`config.mk`:
```
export PLATFORM = sky130hd
export DESIGN_NAME = alu_issue_ctrl_flat
export DESIGN_NICKNAME = d
export VERILOG_FILES = /design/src/rtl/alu_issue_ctrl_if.sv /design/src/rtl/alu_issue_ctrl.sv /design/src/flat_wrapper.sv
export SDC_FILE = /design/constraint.sdc
export NUM_CORES = 1
export LEC_CHECK = 0
export BUFFER_PORTS_ARGS = -buffer_cell sky130_fd_sc_hd__buf_4
export CORE_ASPECT_RATIO = 1.75
export CORE_MARGIN = 1
export CORE_UTILIZATION = 41
export CTS_BUF_LIST = sky130_fd_sc_hd__clkbuf_2 sky130_fd_sc_hd__clkbuf_4 sky130_fd_sc_hd__clkbuf_8
export DETAILED_ROUTE_END_ITERATION = 8
export PLACE_DENSITY_LB_ADDON = 0.12
export SETUP_SLACK_MARGIN = 0.1
export SLEW_MARGIN = 10
export SYNTH_ARGS = -nofsm -noshare
export SYNTH_HDL_FRONTEND = slang
export SYNTH_SLANG_ARGS = --single-unit
```
`constraint.sdc`:
```
create_clock -name clk -period 2.2 [get_ports clk]
set_clock_uncertainty 0.2 [all_clocks]
set_input_delay 0.11 -clock clk [delete_from_list [all_inputs] [get_ports clk]]
set_output_delay 0.11 -clock clk [all_outputs]
set_load 0.01 [all_outputs]
```
`src/rtl/alu_issue_ctrl_if.sv`:
```
// Instruction handshake and ALU operand/result bus between the issue controller and its neighbours.
// master drives instructions and ALU results (upstream + ALU side); slave is the controller.
interface alu_issue_ctrl_if;
    logic        instr_valid_i;
    logic        instr_ready_o;
    logic [16:0] instr_i;
    logic        en_alu_o;
    logic [4:0]  aluop_o;
    logic [7:0]  rd_data_o;
    logic [7:0]  ra_data_o;
    logic [7:0]  alu_out_i;
    logic        alu_cy_i;
    logic        alu_zy_i;

    modport master (
        output instr_valid_i, instr_i, alu_out_i, alu_cy_i, alu_zy_i,
        input  instr_ready_o, en_alu_o, aluop_o, rd_data_o, ra_data_o
    );

    modport slave (
        input  instr_valid_i, instr_i, alu_out_i, alu_cy_i, alu_zy_i,
        output instr_ready_o, en_alu_o, aluop_o, rd_data_o, ra_data_o
    );
endinterface

```
`src/rtl/alu_issue_ctrl.sv`:
```
// Issue/writeback controller for the 8-bit ALU with an 8x8 register file; ZERO_REG_EN makes r0 read-only zero.
// Latency: accept T, ALU samples T+1, writeback/flags T+2, done_o high the following cycle; ready only in IDLE (one instr per 3 cycles).
module alu_issue_ctrl #(
    parameter int          NREG  = 8,
    parameter logic [4:0]  CP_OP = 5'b01011
) (
    input  logic             clk,
    input  logic             rst_n,
    alu_issue_ctrl_if.slave  bus,
    output logic             flag_c_o,
    output logic             flag_z_o,
    output logic             done_o,
    input  logic [2:0]       dbg_addr_i,
    output logic [7:0]       dbg_data_o
);

    localparam logic [1:0] S_IDLE = 2'd0;
    localparam logic [1:0] S_EXEC = 2'd1;
    localparam logic [1:0] S_WB   = 2'd2;

    logic [1:0] r_state;
    logic [7:0] r_rf [NREG];
    logic [2:0] r_rd_idx;
    logic [4:0] r_aluop;
    logic [7:0] r_rd_data;
    logic [7:0] r_ra_data;
    logic       r_en_alu;
    logic       r_flag_c;
    logic       r_flag_z;
    logic       r_done;

    logic       w_imm_sel;
    logic [4:0] w_op;
    logic [2:0] w_rd;
    logic [2:0] w_ra;
    logic [7:0] w_imm;
    logic       w_accept;
    logic       w_wr_en;
    logic [7:0] w_rd_val;
    logic [7:0] w_ra_val;
    logic [7:0] w_dbg_val;

    assign w_imm_sel = bus.instr_i[16];
    assign w_op      = bus.instr_i[15:11];
    assign w_rd      = bus.instr_i[10:8];
    assign w_imm     = bus.instr_i[7:0];
    assign w_ra      = bus.instr_i[2:0];

    assign w_accept  = (r_state == S_IDLE) && bus.instr_valid_i;

`ifdef ZERO_REG_EN
    assign w_wr_en   = (r_state == S_WB) && (r_aluop != CP_OP) && (r_rd_idx != 3'd0);

    always_comb begin
        w_rd_val  = (w_rd == 3'd0)       ? 8'h00 : r_rf[w_rd];
        w_ra_val  = (w_ra == 3'd0)       ? 8'h00 : r_rf[w_ra];
        w_dbg_val = (dbg_addr_i == 3'd0) ? 8'h00 : r_rf[dbg_addr_i];
    end
`else
    assign w_wr_en   = (r_state == S_WB) && (r_aluop != CP_OP);

    always_comb begin
        w_rd_val  = r_rf[w_rd];
        w_ra_val  = r_rf[w_ra];
        w_dbg_val = r_rf[dbg_addr_i];
    end
`endif

    always_ff @(posedge clk or negedge rst_n) begin
        if (!rst_n) begin
            r_state   <= S_IDLE;
            r_rd_idx  <= 3'd0;
            r_aluop   <= 5'd0;
            r_rd_data <= 8'h00;
            r_ra_data <= 8'h00;
            r_en_alu  <= 1'b0;
            r_flag_c  <= 1'b0;
            r_flag_z  <= 1'b0;
            r_done    <= 1'b0;
            for (int i = 0; i < NREG; i++) begin
                r_rf[i] <= 8'h00;
            end
        end else begin
            r_done <= 1'b0;
            case (r_state)
                S_IDLE: begin
                    if (w_accept) begin
                        r_aluop   <= w_op;
                        r_rd_idx  <= w_rd;
                        r_rd_data <= w_rd_val;
                        r_ra_data <= w_imm_sel ? w_imm : w_ra_val;
                        r_en_alu  <= 1'b1;
                        r_state   <= S_EXEC;
                    end
                end
                S_EXEC: begin
                    r_en_alu <= 1'b0;
                    r_state  <= S_WB;
                end
                S_WB: begin
                    // ALU result registered at the end of EXEC is stable here
                    r_flag_c <= bus.alu_cy_i;
                    r_flag_z <= bus.alu_zy_i;
                    if (w_wr_en) begin
                        r_rf[r_rd_idx] <= bus.alu_out_i;
                    end
                    r_done  <= 1'b1;
                    r_state <= S_IDLE;
                end
                default: begin
                    r_en_alu <= 1'b0;
                    r_state  <= S_IDLE;
                end
            endcase
        end
    end

    assign bus.instr_ready_o = (r_state == S_IDLE);
    assign bus.en_alu_o      = r_en_alu;
    assign bus.aluop_o       = r_aluop;
    assign bus.rd_data_o     = r_rd_data;
    assign bus.ra_data_o     = r_ra_data;
    assign flag_c_o          = r_flag_c;
    assign flag_z_o          = r_flag_z;
    assign done_o            = r_done;
    assign dbg_data_o        = w_dbg_val;

endmodule

```
`src/flat_wrapper.sv`:
```
// flat-port wrapper written by rule: the top's interface ports become plain ports
module alu_issue_ctrl_flat 
#(
    parameter int          NREG  = 8,
    parameter logic [4:0]  CP_OP = 5'b01011
)
  (clk, rst_n, flag_c_o, flag_z_o, done_o, dbg_addr_i, dbg_data_o, bus_instr_valid_i, bus_instr_i, bus_alu_out_i, bus_alu_cy_i, bus_alu_zy_i, bus_instr_ready_o, bus_en_alu_o, bus_aluop_o, bus_rd_data_o, bus_ra_data_o);
  alu_issue_ctrl_if bus_i ();
  input  logic clk;
  input  logic rst_n;
  output logic flag_c_o;
  output logic flag_z_o;
  output logic done_o;
  input  logic [2:0] dbg_addr_i;
  output logic [7:0] dbg_data_o;
  input wire logic [$bits(bus_i.instr_valid_i)-1:0] bus_instr_valid_i;
  input wire logic [$bits(bus_i.instr_i)-1:0] bus_instr_i;
  input wire logic [$bits(bus_i.alu_out_i)-1:0] bus_alu_out_i;
  input wire logic [$bits(bus_i.alu_cy_i)-1:0] bus_alu_cy_i;
  input wire logic [$bits(bus_i.alu_zy_i)-1:0] bus_alu_zy_i;
  output wire logic [$bits(bus_i.instr_ready_o)-1:0] bus_instr_ready_o;
  output wire logic [$bits(bus_i.en_alu_o)-1:0] bus_en_alu_o;
  output wire logic [$bits(bus_i.aluop_o)-1:0] bus_aluop_o;
  output wire logic [$bits(bus_i.rd_data_o)-1:0] bus_rd_data_o;
  output wire logic [$bits(bus_i.ra_data_o)-1:0] bus_ra_data_o;
  assign bus_i.instr_valid_i = bus_instr_valid_i;
  assign bus_i.instr_i = bus_instr_i;
  assign bus_i.alu_out_i = bus_alu_out_i;
  assign bus_i.alu_cy_i = bus_alu_cy_i;
  assign bus_i.alu_zy_i = bus_alu_zy_i;
  assign bus_instr_ready_o = bus_i.instr_ready_o;
  assign bus_en_alu_o = bus_i.en_alu_o;
  assign bus_aluop_o = bus_i.aluop_o;
  assign bus_rd_data_o = bus_i.rd_data_o;
  assign bus_ra_data_o = bus_i.ra_data_o;
  alu_issue_ctrl #(.NREG(NREG), .CP_OP(CP_OP)) u_core (.clk(clk), .rst_n(rst_n), .bus(bus_i), .flag_c_o(flag_c_o), .flag_z_o(flag_z_o), .done_o(done_o), .dbg_addr_i(dbg_addr_i), .dbg_data_o(dbg_data_o));
endmodule
```
==> summary.txt, run 1 <==
STA
  • Fin crit period: 2060 ps
  • Period utilization: 93.8%
  • Fmax: slightly below 500 MHz
  • Final hold vios: 0
  • Setup TNS: 0 ps
  • RSZ-0062 raised after global routing: true
  • Max-slew violation count: 0
  • Slew headroom: 65.5%
  • Finish-stage setup viols: 0
  • Worst-margin pin slew: 504 ps

Critical path
  • Worst Setup End Kind: register
  • CP Max Fanout: 8
  • Slowest cell delay on critical path: about 600 ps
  • Kind of critical path: reg -> reg
  • Critical path buffers and inverters: 1
  • Startpoint types: register
  • Crit path max-delay family: simple AND/OR/NAND/NOR gates
  • Slowest-stage cell, CP: or4b_4
  • Crit path cell chain: or4b_4, a211oi_4, buf_6, mux2_2
  • Crit path DAT: 2110 ps
  • Required @ worst endpoint: 2250 ps

Die
  • Die Height: about 150 um
  • Full die area: 13200 um^2
  • I/O pin cnt: 67
  • Starting density of the core: 42.0%
  • Row cnt: 54
  • Die W: 87.3 um
  • Core area: 12400 um^2

Finish
  • P&R area growth vs syn: 25.9%
  • Fin cells: about 700
  • Most frequent cells in the layout: mux2_2, buf_4, dfrtp_1, nand2_1, dlygate4sd3_1
  • Diode count: 0
  • Commonest non-fill, non-tap cell in the layout: mux2_2
  • Fraction of layout instances using a drive strength above 1: 48.7%
  • Post-Route Utilization: 52.8%
  • Nets: 550

CTS
  • CTS tree: done
  • Clock transition at path regs: 90 ps
  • H-tree depth: 3
  • CTS Sinks: 94
  • Root Driver: clkbuf_8
  • Buffer depth of the longest clock path: 2
  • Clock insertion delay at the later pin of the skew report: 370 ps
  • CTS buffer count: 9

Yosys
  • Yosys cell types: 37
  • FF+latch count, synth: 94
  • Top cell type's share of synthesized area: roughly 45%
  • Ys Warns: 0
  • Ys async rst share: 100%
  • Cell Area, Synth: approximately 5200 um^2
  • Synth Area per Inst: 12.8 um^2
  • Area leader, netlist: dfrtp_1
  • Post-synthesis net count: approximately 440
  • Syn Inst Count: approximately 410
  • Largest cells by area after synthesis: dfrtp_1, mux2_2, mux4_2, mux2i_1, nand2_1
  • Sequential share of the synthesized area: roughly 45%
  • Synth Flop Type: dfrtp_1
  • Post-synth EDFFs: 0

Pwr
  • Cell internal pwr: around 0.0046 W
  • Sw frac: 33.3%
  • P_leak: roughly 3 nW
  • Max VDD drop: around 360 uV
  • Net Sw Power: 0.00227 W
  • Gate power share: between 30 and 40%
  • Pwr dens: a little over 1000 nW/um^2
  • Clock power share: around 16%
  • Sequential fraction of design power: 45.9%

Placement
  • Gpl congestion: 0.798
  • Placed instance count: about 650
  • IO buf count: between 60 and 70
  • DP HPWL: slightly above 10000 um

Detailed routing
  • Wire per inst: roughly 22 um
  • Final WL: 14900 um
  • Residual DRC: 0
  • DR vias/cell: approximately 5.5
  • Via count: 3822
  • Antenna-violating nets left: 0
  • Drt first pass iters: 4
  • Initial DRC Count: approximately 330

Job
  • Max-cap violations: 0

Global routing
  • GRT Total Usage: 24.5%
  • Pin count of the biggest net entering global routing: between 40 and 50
  • Initial antenna violation count: 0
  • Vias in the first global route: 3985
  • Overflow after GRT: 0
  • First-pass GRT wire length: between 20000 and 25000 um

Hold path
  • Hold Crit Class: in -> async

Run status
  • Status: finished, final reports clean
## routing by layer
| layer | GRT usage, % | up-vias | part of all wire (%) |
|---|---|---|---|
| li1 | - | 1761 | - |
| met1 | 31.6 | 1918 | 41 |
| met2 | 40.9 | 126 | 52 |
| met3 | 2.78 | 17 | 4.4 |
| met4 | 10.8 | 0 | 2.0 |
| met5 | 0 | - | 0 |
## metrics by stage
stage	worst slack [ps]	hold slack, ps	total power [W]	instance area [um^2]
6_report	137	17.5	0.00683	6570
5_1_grt	73.8	37.7	0.00726	6570
4_1_cts	105	12.1	0.00684	6530
3_5_place_dp	15.0	-125	0.00566	6080
3_3_place_gp	56.2	-133	0.00562	6080
2_1_floorplan	118	-386	0.00465	5220
## what timing repair did
action | 4_1_cts | 5_1_grt
pin swaps | 0 | 4
endpoints found under the setup margin | 32 | 23
hold buffers | 25 | 0
resized for setup | 4 | 7
buffers inserted | 0 | 2
endpoints found under the hold margin | 175 | 0
## path summary, 6_finish.rpt
kind	startpoint	to	slack, ps	cells past startpoint
setup / recovery	u_core.r_rd_idx[2]	u_core.r_rf[49]	140	4
hold / removal	rst_n	u_core.r_rf[17]	20	2
setup reg to reg	u_core.r_rd_idx[2]	u_core.r_rf[49]	140	4
hold reg to reg	u_core.bus.rd_data_o[1]	u_core.bus.rd_data_o[1]	290	2
max in group asynchronous	rst_n	u_core.r_rf[58]	1040	3
min in group clk	bus_instr_i[16]	u_core.bus.ra_data_o[6]	70	4
## cells in the mapped netlist (all sizes together) (4+ instances only)
library cell / count
mux2: 110
dfrtp: 94
nand2: 35
mux2i: 24
mux4: 16
a211oi: 14
buf: 14
nor2b: 13
o31ai: 13
o22ai: 12
clkbuf: 11
o21ai: 8
a22o: 7
and2: 5
nor2: 4
## logic make-up (layout without fill, tap and decap cells)
family | count (synthesis) | after routing | synth area share (%)
and+or+nand+nor | 71 | 71 | 7.29
muxes | 150 | 150 | 35.2
AOI/OAI and AO/OA | 65 | 65 | 10.2
buffers and inverters | 28 | 142 | 2.21
DFF | 94 | 94 | 45.1
## sequential cells by signal, indices dropped and copies added (netlist names)
signal	flops
u_core.r_state	2
u_core.r_rd_idx	3
u_core.flag_c_o	1
u_core.r_rf	64
u_core.bus.rd_data_o	8
u_core.bus.aluop_o	5
u_core.done_o	1
u_core.bus.en_alu_o	1
u_core.flag_z_o	1
u_core.bus.ra_data_o	8
## power by group through the flow
stage                     combinational, W  clock, W  sequential [W]
after CTS                          0.00258   0.00115         0.00312
after global placement             0.00249         0         0.00313
after detailed placement           0.00252         0         0.00314
after global routing               0.00280   0.00122         0.00324
after floorplan                    0.00169         0         0.00296
final                              0.00259   0.00111         0.00313
## cell type report
cell class	instances	area, um^2
well taps	168	210
clock buffers	12	165
clock inverters	4	20.0
multi-input cells	286	2790
repair buffers	123	1020
flip-flops and latches	94	2350
inverters	3	13.8
fillers	1164	5860
No activity file was read; power rests on OpenSTA's default activity.
==> run 2: changes to the inputs <==
==> constraint.sdc (replaced) <==
create_clock -name clk -period 2.2 [get_ports clk]
set_clock_uncertainty 0.2 [all_clocks]
set_input_delay 0.44 -clock clk [delete_from_list [all_inputs] [get_ports clk]]
set_output_delay 0.44 -clock clk [all_outputs]
set_load 0.01 [all_outputs]
==> run 2 against run 1 <==
Design area grew 1.8%. Via count rose by 3.4%. The run now ends with setup timing left. Critical path type is now reg -> out. Count of clock-buffer cells in the layout did not move.
==> summary.txt, run 2 (synthesis gave the netlist of run 1 again) <==
Run status
  • Status: complete, but fails checks
  • Failing checks: setup timing

Pwr
  • Max VDD drop: 432 uV
  • P_leak: 3.04 nW
  • Pwr dens: ~1100 nW/um^2
  • Power Total: approximately 0.0074 W

Die
  • Full die area: around 13000 um^2
  • I/O pin cnt: 67
  • Die W: 87.3 um
  • Row cnt: 54
  • Die Height: between 150 and 200 um
  • Starting density of the core: 42.0%
  • Core area: about 12000 um^2

Finish
  • Fraction of layout instances using a drive strength above 1: ~54%
  • Post-Route Utilization: a little over half
  • P&R area growth vs syn: 28.1%
  • Largest Register: u_core.r_rf
  • Max FFs per register: between 60 and 70
  • Diode count: 0
  • Commonest non-fill, non-tap cell in the layout: buf_4
  • Most frequent cells in the layout: buf_4, mux2_2, dfrtp_1, nand2_1, mux2i_1
  • Nets: 558

Detailed routing
  • Via count: about 4000
  • Initial DRC Count: roughly 270
  • DR vias/cell: roughly 5.7
  • Drt first pass iters: 4
  • Final WL: about 15000 um
  • Antenna-violating nets left: 0
  • Wire per inst: between 20 and 25 um
  • Residual DRC: 0

CTS
  • Buffer depth of the longest clock path: 2
  • CTS buffer count: 9
  • CTS Sinks: 94
  • Clock insertion delay at the later pin of the skew report: 370 ps
  • H-tree depth: 3
  • Clock transition at path regs: 90 ps
  • CTS tree: done
  • Root Driver: clkbuf_8

Critical path
  • Required @ worst endpoint: roughly 1600 ps
  • Startpoint types: register
  • R2r worst-path depth: 4
  • Reg2Reg Setup Slack: 160 ps
  • R2R Path Start: u_core.r_rd_idx[1]
  • Slowest cell delay on critical path: 460 ps
  • Crit path cell chain: mux4_2, mux2_4, buf_6
  • CP Max Fanout: 4
  • Worst Setup End Kind: output port
  • Crit path DAT: approximately 1700 ps
  • Kind of critical path: reg -> out
  • Slowest-stage cell, CP: mux4_2
  • Critical R2R Capture: u_core.r_rf[61]

Global routing
  • First-pass GRT wire length: between 20000 and 25000 um
  • Pin count of the biggest net entering global routing: 43
  • Initial antenna violation count: 0
  • GRT Total Usage: about a quarter
  • Overflow after GRT: 0
  • Vias in the first global route: 4132

Hold path
  • Hold path endpoint: u_core.bus.aluop_o[3]
  • Min-Delay Startpoint: bus_instr_i[14]
  • Hold depth: 3
  • Hold Crit Class: in -> reg

STA
  • Period utilization: 105%
  • Finish-stage setup viols: 8
  • Fin crit period: between 2000 and 2500 ps
  • Slew headroom: approximately a quarter
  • Fmax: around 430 MHz
  • RSZ-0062 raised after global routing: true
  • Worst-margin pin slew: 1150 ps
  • Final hold vios: 0
  • PnR worst setup slack: -117 ps
  • Hold WS: around 57 ps
  • Setup TNS: -725 ps
  • Max-slew violation count: 0

Job
  • Max-cap violations: 0

Placement
  • Pre-CTS setup slack: -98.9 ps
  • IO buf count: between 60 and 70
  • Gpl congestion: between 0.8 and 0.9
  • DP HPWL: between 10000 and 15000 um
## run 2: cell types whose count changed in the layout (fill, tap and decap cells not counted), sizes merged
cell | before | now
buf | 98 | 130
clkinv | 4 | 3
bufinv | 0 | 1
dlygate4sd3 | 25 | 1
## run 2: timing repair
| action | CTS | global route |
|---|---|---|
| gates resized for setup | 10 | 1 |
| buffers inserted | 29 | 5 |
| endpoints found under the hold margin | 29 | 0 |
| hold buffers | 1 | 0 |
| pin swaps | 0 | 2 |
| endpoints found under the setup margin | 11 | 24 |
## run 2: how the worst max path moves through the flow
stage,startpoint,end,slack (ps),cells after the start
floorplan,dbg_addr_i[0],dbg_data_o[4],100,4
finish,u_core.r_rf[48],dbg_data_o[0],-120,3
CTS,u_core.r_rf[32],dbg_data_o[0],-120,3
detailed placement,dbg_addr_i[0],dbg_data_o[4],-100,5
global route,u_core.r_rf[39],dbg_data_o[7],-160,3
global placement,dbg_addr_i[0],dbg_data_o[4],-90,5
## run 2: stage by stage
| step | cells | cell area (um^2) |
|---|---|---|
| floorplan | 408 | 5290 |
| CTS | 693 | 6650 |
| global route | 698 | 6690 |
| finish | 698 | 6690 |
| global placement | 647 | 6180 |
| detailed placement | 647 | 6180 |
## run 2: final cells by class
type | instances | area [um^2]
clock inverters | 4 | 45.0
flip-flops and latches | 94 | 2350
fillers | 1127 | 5740
inverters | 3 | 11.3
repair buffers | 131 | 1120
multi-input cells | 286 | 2790
well taps | 168 | 210
clock buffers | 12 | 159
## run 2: per-layer routing
layer	up-vias	track usage [%]	part of all wire (%)
li1	1784	-	-
met1	2002	30.3	41
met2	137	43.3	52
met3	28	4.03	4.8
met4	0	9.10	2.8
met5	-	0	0
## run 2: report_power, final
group          switching [W]  leakage, nW  internal (W)
clock               0.000609        0.110      0.000595
combinational        0.00119         1.75       0.00201
sequential          0.000600         1.18       0.00243
total                0.00240         3.04       0.00503
## run 2: critical path: cells and delay by family, from the launching register on
family / cells / cell delay (ps)
mux: 2 / 750
flops: 1 / 440
buf+inv: 1 / 120
